==> config.mk <==
export PLATFORM = sky130hd
export DESIGN_NAME = vote_input_conditioner
export DESIGN_NICKNAME = d
export VERILOG_FILES = /design/src/rtl/vote_pkg.sv /design/src/rtl/vote_debounce.sv /design/src/rtl/vote_input_conditioner.sv
export SDC_FILE = /design/constraint.sdc
export NUM_CORES = 1
export LEC_CHECK = 0
export ABC_AREA = 1
export CAP_MARGIN = 0
export CORE_UTILIZATION = 48
export CTS_CLUSTER_SIZE = 16
export DETAILED_ROUTE_END_ITERATION = 10
export PLACE_DENSITY = 0.73
export SETUP_SLACK_MARGIN = 0.2
export SLEW_MARGIN = 0
export SYNTH_ARGS = -nofsm -noshare
export SYNTH_HDL_FRONTEND = slang
export SYNTH_SLANG_ARGS = --single-unit
==> constraint.sdc <==
create_clock -name clk -period 0.9 [get_ports clk]
set_input_delay 0.225 -clock clk [delete_from_list [all_inputs] [get_ports clk]]
set_output_delay 0.225 -clock clk [all_outputs]
set_load 0.05 [all_outputs]
==> src/rtl/vote_pkg.sv <==
// Shared types and constants for the vote input front-end.
// Holds the candidate count, the default debounce length and the lockout FSM states.
package vote_pkg;

    localparam int NUM_CAND         = 4;
    localparam int DEFAULT_DEBOUNCE = 8;

    typedef enum logic {
        IDLE = 1'b0,
        LOCK = 1'b1
    } state_t;

    // True when exactly one bit is set.
    function automatic logic is_onehot(input logic [NUM_CAND-1:0] v);
        return (v != '0) && ((v & (v - {{(NUM_CAND-1){1'b0}}, 1'b1})) == '0);
    endfunction

endpackage

==> src/rtl/vote_debounce.sv <==
// One button channel: 2-flop synchroniser, debounce counter and debounced level.
// Latency: deb follows a clean raw edge DEBOUNCE_CYCLES+2 edges after it is first sampled.
// Backpressure: none; free-running level filter.
module vote_debounce
    import vote_pkg::*;
#(
    parameter  int DEBOUNCE_CYCLES = DEFAULT_DEBOUNCE,
    localparam int CNT_W           = $clog2(DEBOUNCE_CYCLES + 1)
) (
    input  logic clk,
    input  logic reset,
    input  logic raw,
    output logic deb
);

    localparam logic [CNT_W-1:0] CNT_MAX = CNT_W'(DEBOUNCE_CYCLES);

    logic             sync1;
    logic             s;
    logic [CNT_W-1:0] cnt;

    // The counter runs while s disagrees with deb; deb only moves once the
    // counter has already climbed to DEBOUNCE_CYCLES and s is still different.
    always_ff @(posedge clk) begin
        if (reset) begin
            sync1 <= 1'b0;
            s     <= 1'b0;
            cnt   <= '0;
            deb   <= 1'b0;
        end else begin
            sync1 <= raw;
            s     <= sync1;
            if (s == deb) begin
                cnt <= '0;
            end else if (cnt == CNT_MAX) begin
                deb <= s;
                cnt <= '0;
            end else begin
                cnt <= cnt + CNT_W'(1);
            end
        end
    end

endmodule

==> src/rtl/vote_input_conditioner.sv <==
// Turns four bouncy candidate buttons into one single-cycle vote pulse per press.
// Latency: valid_i rises DEBOUNCE_CYCLES+3 edges after a clean press is first sampled.
// Backpressure: none; after any press, further presses are locked out until all buttons release.
module vote_input_conditioner
    import vote_pkg::*;
#(
    parameter int DEBOUNCE_CYCLES = DEFAULT_DEBOUNCE
) (
    input  logic                clk,
    input  logic                reset,
    input  logic                cand1,
    input  logic                cand2,
    input  logic                cand3,
    input  logic                cand4,
    input  logic                mode,
    output logic                valid1,
    output logic                valid2,
    output logic                valid3,
    output logic                valid4,
    output logic                reject,
    output logic                busy,
    output logic [NUM_CAND-1:0] deb
);

    logic [NUM_CAND-1:0] raw;
    assign raw = {cand4, cand3, cand2, cand1};

    for (genvar i = 0; i < NUM_CAND; i++) begin : g_ch
        vote_debounce #(
            .DEBOUNCE_CYCLES(DEBOUNCE_CYCLES)
        ) u_deb (
            .clk  (clk),
            .reset(reset),
            .raw  (raw[i]),
            .deb  (deb[i])
        );
    end

    state_t              state;
    state_t              state_nxt;
    logic [NUM_CAND-1:0] vld_q;
    logic [NUM_CAND-1:0] vld_nxt;
    logic                rej_q;
    logic                rej_nxt;

    always_ff @(posedge clk) begin
        if (reset) begin
            state <= IDLE;
            vld_q <= '0;
            rej_q <= 1'b0;
        end else begin
            state <= state_nxt;
            vld_q <= vld_nxt;
            rej_q <= rej_nxt;
        end
    end

    // Any non-zero debounced pattern seen from IDLE locks; only a full release unlocks.
    always_comb begin
        state_nxt = state;
        vld_nxt   = '0;
        rej_nxt   = 1'b0;
        case (state)
            IDLE: begin
                if (deb != '0) begin
                    state_nxt = LOCK;
                    if (!mode) begin
                        if (is_onehot(deb)) vld_nxt = deb;
                        else                rej_nxt = 1'b1;
                    end
                end
            end
            LOCK: begin
                if (deb == '0) state_nxt = IDLE;
            end
            default: state_nxt = IDLE;
        endcase
    end

    assign valid1 = vld_q[0];
    assign valid2 = vld_q[1];
    assign valid3 = vld_q[2];
    assign valid4 = vld_q[3];
    assign reject = rej_q;
    assign busy   = (state == LOCK);

endmodule

==> results of run 1 <==
[kinds of logic (layout without fill, tap and decap cells)]
kind of cell / Yosys count / in the layout / synth area share
simple gates: 64 / 64 / 0.2081
compound gates: 6 / 6 / 0.02220
flops: 34 / 34 / 0.5032
fa+ha+maj: 8 / 8 / 0.07401
buf+inv: 35 / 72 / 0.1147
xor+xnor: 12 / 12 / 0.07771
[per-stage QoR]
stage	cell area, sq um	power, W	setup TNS [ns]
after floorplan	1475	0.001612	-0.5730
after global placement	1769	0.001653	-8.773
after detailed placement	1769	0.001661	-9.512
after CTS	1966	0.002530	-3.920
after global routing	2147	0.002655	-6.010
final	2147	0.002560	-4.520
[worst paths after layout]
| path | to | depth (start not counted) |
|---|---|---|
| max | deb[2] | 1 |
| min | busy$_SDFF_PP0_ | 3 |
| max reg2reg | g_ch[2].u_deb.cnt[2]$_SDFF_PP0_ | 4 |
| min reg2reg | g_ch[3].u_deb.s$_SDFF_PP0_ | 2 |
[sequential cells by signal, summed over array words and instances, names as in the netlist]
signal            count
g_ch.u_deb.cnt       16
vld_q                 4
g_ch.u_deb.s          4
busy                  1
g_ch.u_deb.sync1      4
reject                1
g_ch.u_deb.deb        4
[cell usage after synthesis]
library cell	n	area (sq um)
nand3_1	4	20.02
ha_1	8	100.1
nor3_1	4	20.02
nand3_2	5	50.05
clkinv_2	1	5.000
buf_4	4	30.03
xor2_1	8	70.07
buf_6	1	11.26
xnor2_1	4	35.03
inv_1	29	108.9
nand2_1	12	45.04
o21ai_0	4	20.02
dfxtp_1	34	680.7
nor2_1	39	146.4
a21oi_1	2	10.01
[power groups by stage]
stage	Clock, W	Combinational, W	Sequential, W
floorplan	0	0.0000554	0.00156
global placement	0	0.0000974	0.00156
detailed placement	0	0.000103	0.00156
CTS	0.000896	0.000112	0.00152
global route	0.000980	0.000147	0.00153
finish	0.000901	0.000133	0.00153
[per-layer routing]
| metal | routed length (microns) | global-route usage | vias to the layer above | part of all wire |
|---|---|---|---|---|
| met3 | 151 | 0.09836 | 12 | 0.047 |
| met5 | 0 | 0 | - | 0 |
| met4 | 97 | 0.09167 | 0 | 0.030 |
| met1 | 1322 | 0.2175 | 513 | 0.41 |
| li1 | - | - | 538 | - |
| met2 | 1661 | 0.3614 | 30 | 0.51 |
[final cells by class]
type	instances	area, sq um
clock buffer	7	55.05
clock inverter	1	5.005
fill	149	420.4
inverter	30	120.1
multi-input combinational	90	795.8
sequential	34	715.7
tap	30	37.54
timing repair buffer	34	417.9
[cells in the final DEF (no fill, tap or decap), types with 2 or more instances in the layout]
cell and count:
xnor2_1 3, nand3_4 4, nor2_2 5, nand2_2 4, inv_1 12, inv_4 3, nand3_2 2, nand3_1 3
nand2_1 3, o21ai_0 3, ha_4 5, dfxtp_2 13, buf_12 10, ha_2 3, dfxtp_4 5, inv_2 15
nand2_4 5, dfxtp_1 16, xor2_2 4, clkbuf_4 5, buf_6 6, nor3_2 4, clkdlybuf4s50_1 5, xor2_1 4
nor2_4 7, buf_4 11, nor2_1 27
[timing repair]
action,in CTS,in global routing
pin swaps,19,10
buffers inserted,7,1
cloned,0,1
resized for setup,25,41
endpoints found under the setup margin,36,37
==> impl_metrics.tcl, run 1 <==
set metrics [dict create \
    slew_violations 0 \
    via_per_inst 4.836 \
    endpoint_kind "output pin" \
    clk_path_buf_depth 2 \
    syn_inst 159 \
    num_io_pins 17 \
    p_switching_w 0.0006038 \
    cp.buffers_inverters 1 \
    drt_iter0_drc 13 \
    leakagePower_nw 0.8667 \
    fmax_mhz 918.5 \
    fin_hold_ws_ns 0.2717 \
    ys_warn_count 0 \
    worstPathArrival_ns 0.86 \
    avgSynthCellArea_sq_um 8.507 \
    initial_core_util 0.5268 \
    cts_buffers 5 \
    seqPwrFrac 0.596 \
    synth_nets 174 \
    syn_to_final_growth_pct 58.74 \
    outcome "finished, violations left" \
    rsz0062_at_grt "yes" \
    nets 210 \
    setup_violations 35 \
    n_antenna_cell 0 \
    period_needed_ns 1.089 \
    grt_use_total 0.2103 \
    crit_chain "buf_12" \
    grt_start_max_net_pins 11 \
    path_delay_family "flip-flops" \
    final_cells 226 \
    clkLatencyLatePin_ns 0.35 \
    worstPathMaxFanout 2 \
    clock_skew_ns 0.007822 \
    fin_crit_sh 1.210 \
    hp-start "reset" \
    wl_microns 3233 \
    crit_path_start "g_ch[2].u_deb.deb$_SDFFE_PP0P_" \
    reg2reg_slack_ns -0.15 \
    ys_seq_elements 34 \
    cts_htree_levels 2 \
    io_buffers 16 \
    die_x_microns 55.09 \
    place_ws_ns -0.3447 \
    cts_tree "yes" \
    drtAntennaViolNets 0 \
    drc_errors 0 \
    antenna_found_initial 0 \
    die_area_sq_um 3034 \
    reg2reg_from "g_ch[2].u_deb.cnt[0]$_SDFF_PP0_" \
    failed_checks "setup timing" \
    slowest_stage "dfxtp_4" \
    post_synth_num_cell_types 15 \
    power_per_cell_area_nw_per_um2 1192 \
    slew_headroom 0.8431 \
    dp_hpwl_microns 1744 \
    crit_type "reg2out" \
    p_sw_frac 0.2358 \
    rows 18 \
    gp_congestion 0.7277 \
    power_frac_comb 0.052 \
    worstPathRequired_ns 0.67 \
    yosysSeqAreaShare 0.5032 \
    grt_pass1_wl_microns 4202 \
    worst_pin_slew_ns 0.2351 \
    cts-hold-fix-buffers 0 \
    finalWorstSetupSlack_ns -0.1888 \
    die_h_microns 55.09 \
    synth_area_sq_um 1353 \
    ir_drop_v 0.001218 \
    first_pass_iters 4 \
    dp_cells 209 \
    hold_viol 0 \
    drive_above_1_share 0.5918 \
    core_area_sq_um 2567 \
    root_buffer "clkbuf_4" \
    via_count 1093 \
    clock-sinks 34 \
    grt_pass1_vias 984 \
    wl_per_cell_microns 14.31 \
    grt_overflow_total 0 \
    finish.utilization 0.8363 \
    maxCapViolCount 0 \
    start_kind "register" \
    hp-class "in2reg" \
    pwr-share-clk 0.352 \
    cts.clk_slew.worst_paths_ns 0.11 \
    intPower_w 0.001956 \
    slowest_delay_ns 0.37 \
]
Power figures use the tool's default switching activity.
==> run 2: changes to the inputs <==
CORE_ASPECT_RATIO = 1.5   (was not set)
CORE_MARGIN = 5   (was not set)
==> run 2 against run 1 <==
Critical endpoint is now deb[0]. Worst hold slack better by 0.13 ns. Clock power grew 86%. Sequential cell count unchanged. First-iteration DRC count rose by 23%. Register-to-register slack about the same. Largest cell class unchanged. The run still ends with setup timing left. Worst setup slack improved by 0.018 ns. Critical path type unchanged. Clock skew grew 0.0036 ns. Via count decreased by 1.6%. Sequential power hardly changed.
==> impl_metrics.tcl, run 2 (synthesis gave the netlist of run 1 again) <==
set metrics [dict create \
    outcome "finished, violations left" \
    failed_checks "setup timing" \
    wl_microns 3162 \
    io_buffers 16 \
    syn_to_final_growth_pct 66.79 \
    grt_pass1_vias 1089 \
    die_h_microns 75.02 \
    nets 208 \
    via_count 1076 \
    clk_path_buf_depth 2 \
    slowest_delay_ns 0.41 \
    power_per_cell_area_nw_per_um2 1483 \
    placed_area_sq_um 1778 \
    setup-tns-final_ns -3.675 \
    path_delay_family "flip-flops" \
    setup_violations 35 \
    crit_chain "buf_12" \
    root_buffer "clkbuf_8" \
    drive_above_1_share 0.6134 \
    cts_tree "yes" \
    final_cells 231 \
    slowest_stage "dfxtp_4" \
    clkLatencyLatePin_ns 0.29 \
    stdcell_area_sq_um 2256 \
    dp_hpwl_microns 1796 \
    drt_iter0_drc 16 \
    endpoint_kind "output pin" \
    n_antenna_cell 0 \
    die_area_sq_um 4001 \
    finish.utilization 0.8340 \
    period_needed_ns 1.071 \
    start_kind "register" \
    cts_buffers 5 \
    slew_violations 0 \
    dp_cells 216 \
    fmax_mhz 933.8 \
    drtAntennaViolNets 0 \
    worst_pin_slew_ns 0.2923 \
    worstPathArrival_ns 0.85 \
    grt_start_max_net_pins 13 \
    hold_viol 0 \
    cts.clk_slew.worst_paths_ns 0.08 \
    regMostFlops "g_ch.u_deb.cnt" \
    initial_core_util 0.5000 \
    fin_crit_sh 1.190 \
    gp_congestion 0.7552 \
    ir_drop_v 0.001579 \
    crit_type "reg2out" \
    hp-class "reg2reg" \
    grt_overflow_total 0 \
    crit_path_start "g_ch[0].u_deb.deb$_SDFFE_PP0P_" \
    reg2reg_from "g_ch[0].u_deb.deb$_SDFFE_PP0P_" \
    clock-sinks 34 \
    grt_use_total 0.1648 \
    hp-start "g_ch[0].u_deb.sync1$_SDFF_PP0_" \
    p_total_w 0.003345 \
    slew_headroom 0.8045 \
    cts_htree_levels 2 \
    drc_errors 0 \
    num_io_pins 17 \
    grt_pass1_wl_microns 4664 \
    first_pass_iters 4 \
    final_cell_mix "nor2_1, inv_2, dfxtp_1, dfxtp_2, inv_1" \
    finalWorstSetupSlack_ns -0.1709 \
    via_per_inst 4.658 \
    core_area_sq_um 2705 \
    clock_skew_ns 0.01141 \
    worstPathRequired_ns 0.67 \
    rows 23 \
    mostFrequentLayoutCell "nor2_1" \
    wl_per_cell_microns 13.69 \
    worstPathMaxFanout 6 \
    antenna_found_initial 0 \
    rsz0062_at_grt "yes" \
    cp.buffers_inverters 1 \
    leakagePower_nw 0.8750 \
    die_x_microns 53.34 \
    largest_reg_flops 16 \
    maxCapViolCount 0 \
]
-- run 2: path summary, 6_finish.rpt --
kind                                     end  slack (ns)  depth (start not counted)
max                                   deb[0]       -0.17                          1
min               g_ch[0].u_deb.s$_SDFF_PP0_        0.40                          2
max reg2reg  g_ch[0].u_deb.cnt[3]$_SDFF_PP0_       -0.16                          3
min reg2reg       g_ch[0].u_deb.s$_SDFF_PP0_        0.40                          2
-- run 2: area by class of cell --
type,instances,area [sq um]
clock buffers,5,68.82
repair inverters,1,5.005
well taps,37,46.29
multi-input cells,90,845.8
clock inverters,3,68.82
flip-flops and latches,34,716.9
fillers,153,449.2
repair buffers,31,386.6
inverters,30,117.6
-- run 2: per-layer routing --
layer | global-route usage | wire (microns) | vias up
li1 | - | - | 537
met1 | 0.1736 | 1136 | 503
met2 | 0.2838 | 1774 | 26
met3 | 0.05743 | 157 | 10
met4 | 0.08523 | 95 | 0
met5 | 0 | 0 | -
-- run 2: through the flow --
step	hold slack, ns	setup WS [ns]
final	0.3977	-0.1709
after global routing	0.4367	-0.2312
after CTS	0.4064	-0.1678
after detailed placement	0.3977	-0.3201
after global placement	0.3908	-0.3056
after floorplan	0.3320	-0.03562
-- run 2: report_power, final --
| part | switching (W) | total [W] | internal (W) | leakage [nW] |
|---|---|---|---|---|
| Clock | 0.000571 | 0.00168 | 0.00111 | 0.0683 |
| Combinational | 0.0000718 | 0.000138 | 0.0000661 | 0.520 |
| Sequential | 0.0000153 | 0.00153 | 0.00151 | 0.287 |
-- run 2: timing repair --
action / CTS / global route
setup buffers: 4 / 2
gates cloned: 1 / 0
hold buffers: 0 / 0
endpoints found under the hold margin: 0 / 0
pin swaps: 18 / 9
setup endpoints to repair: 44 / 36
resized for setup: 37 / 36
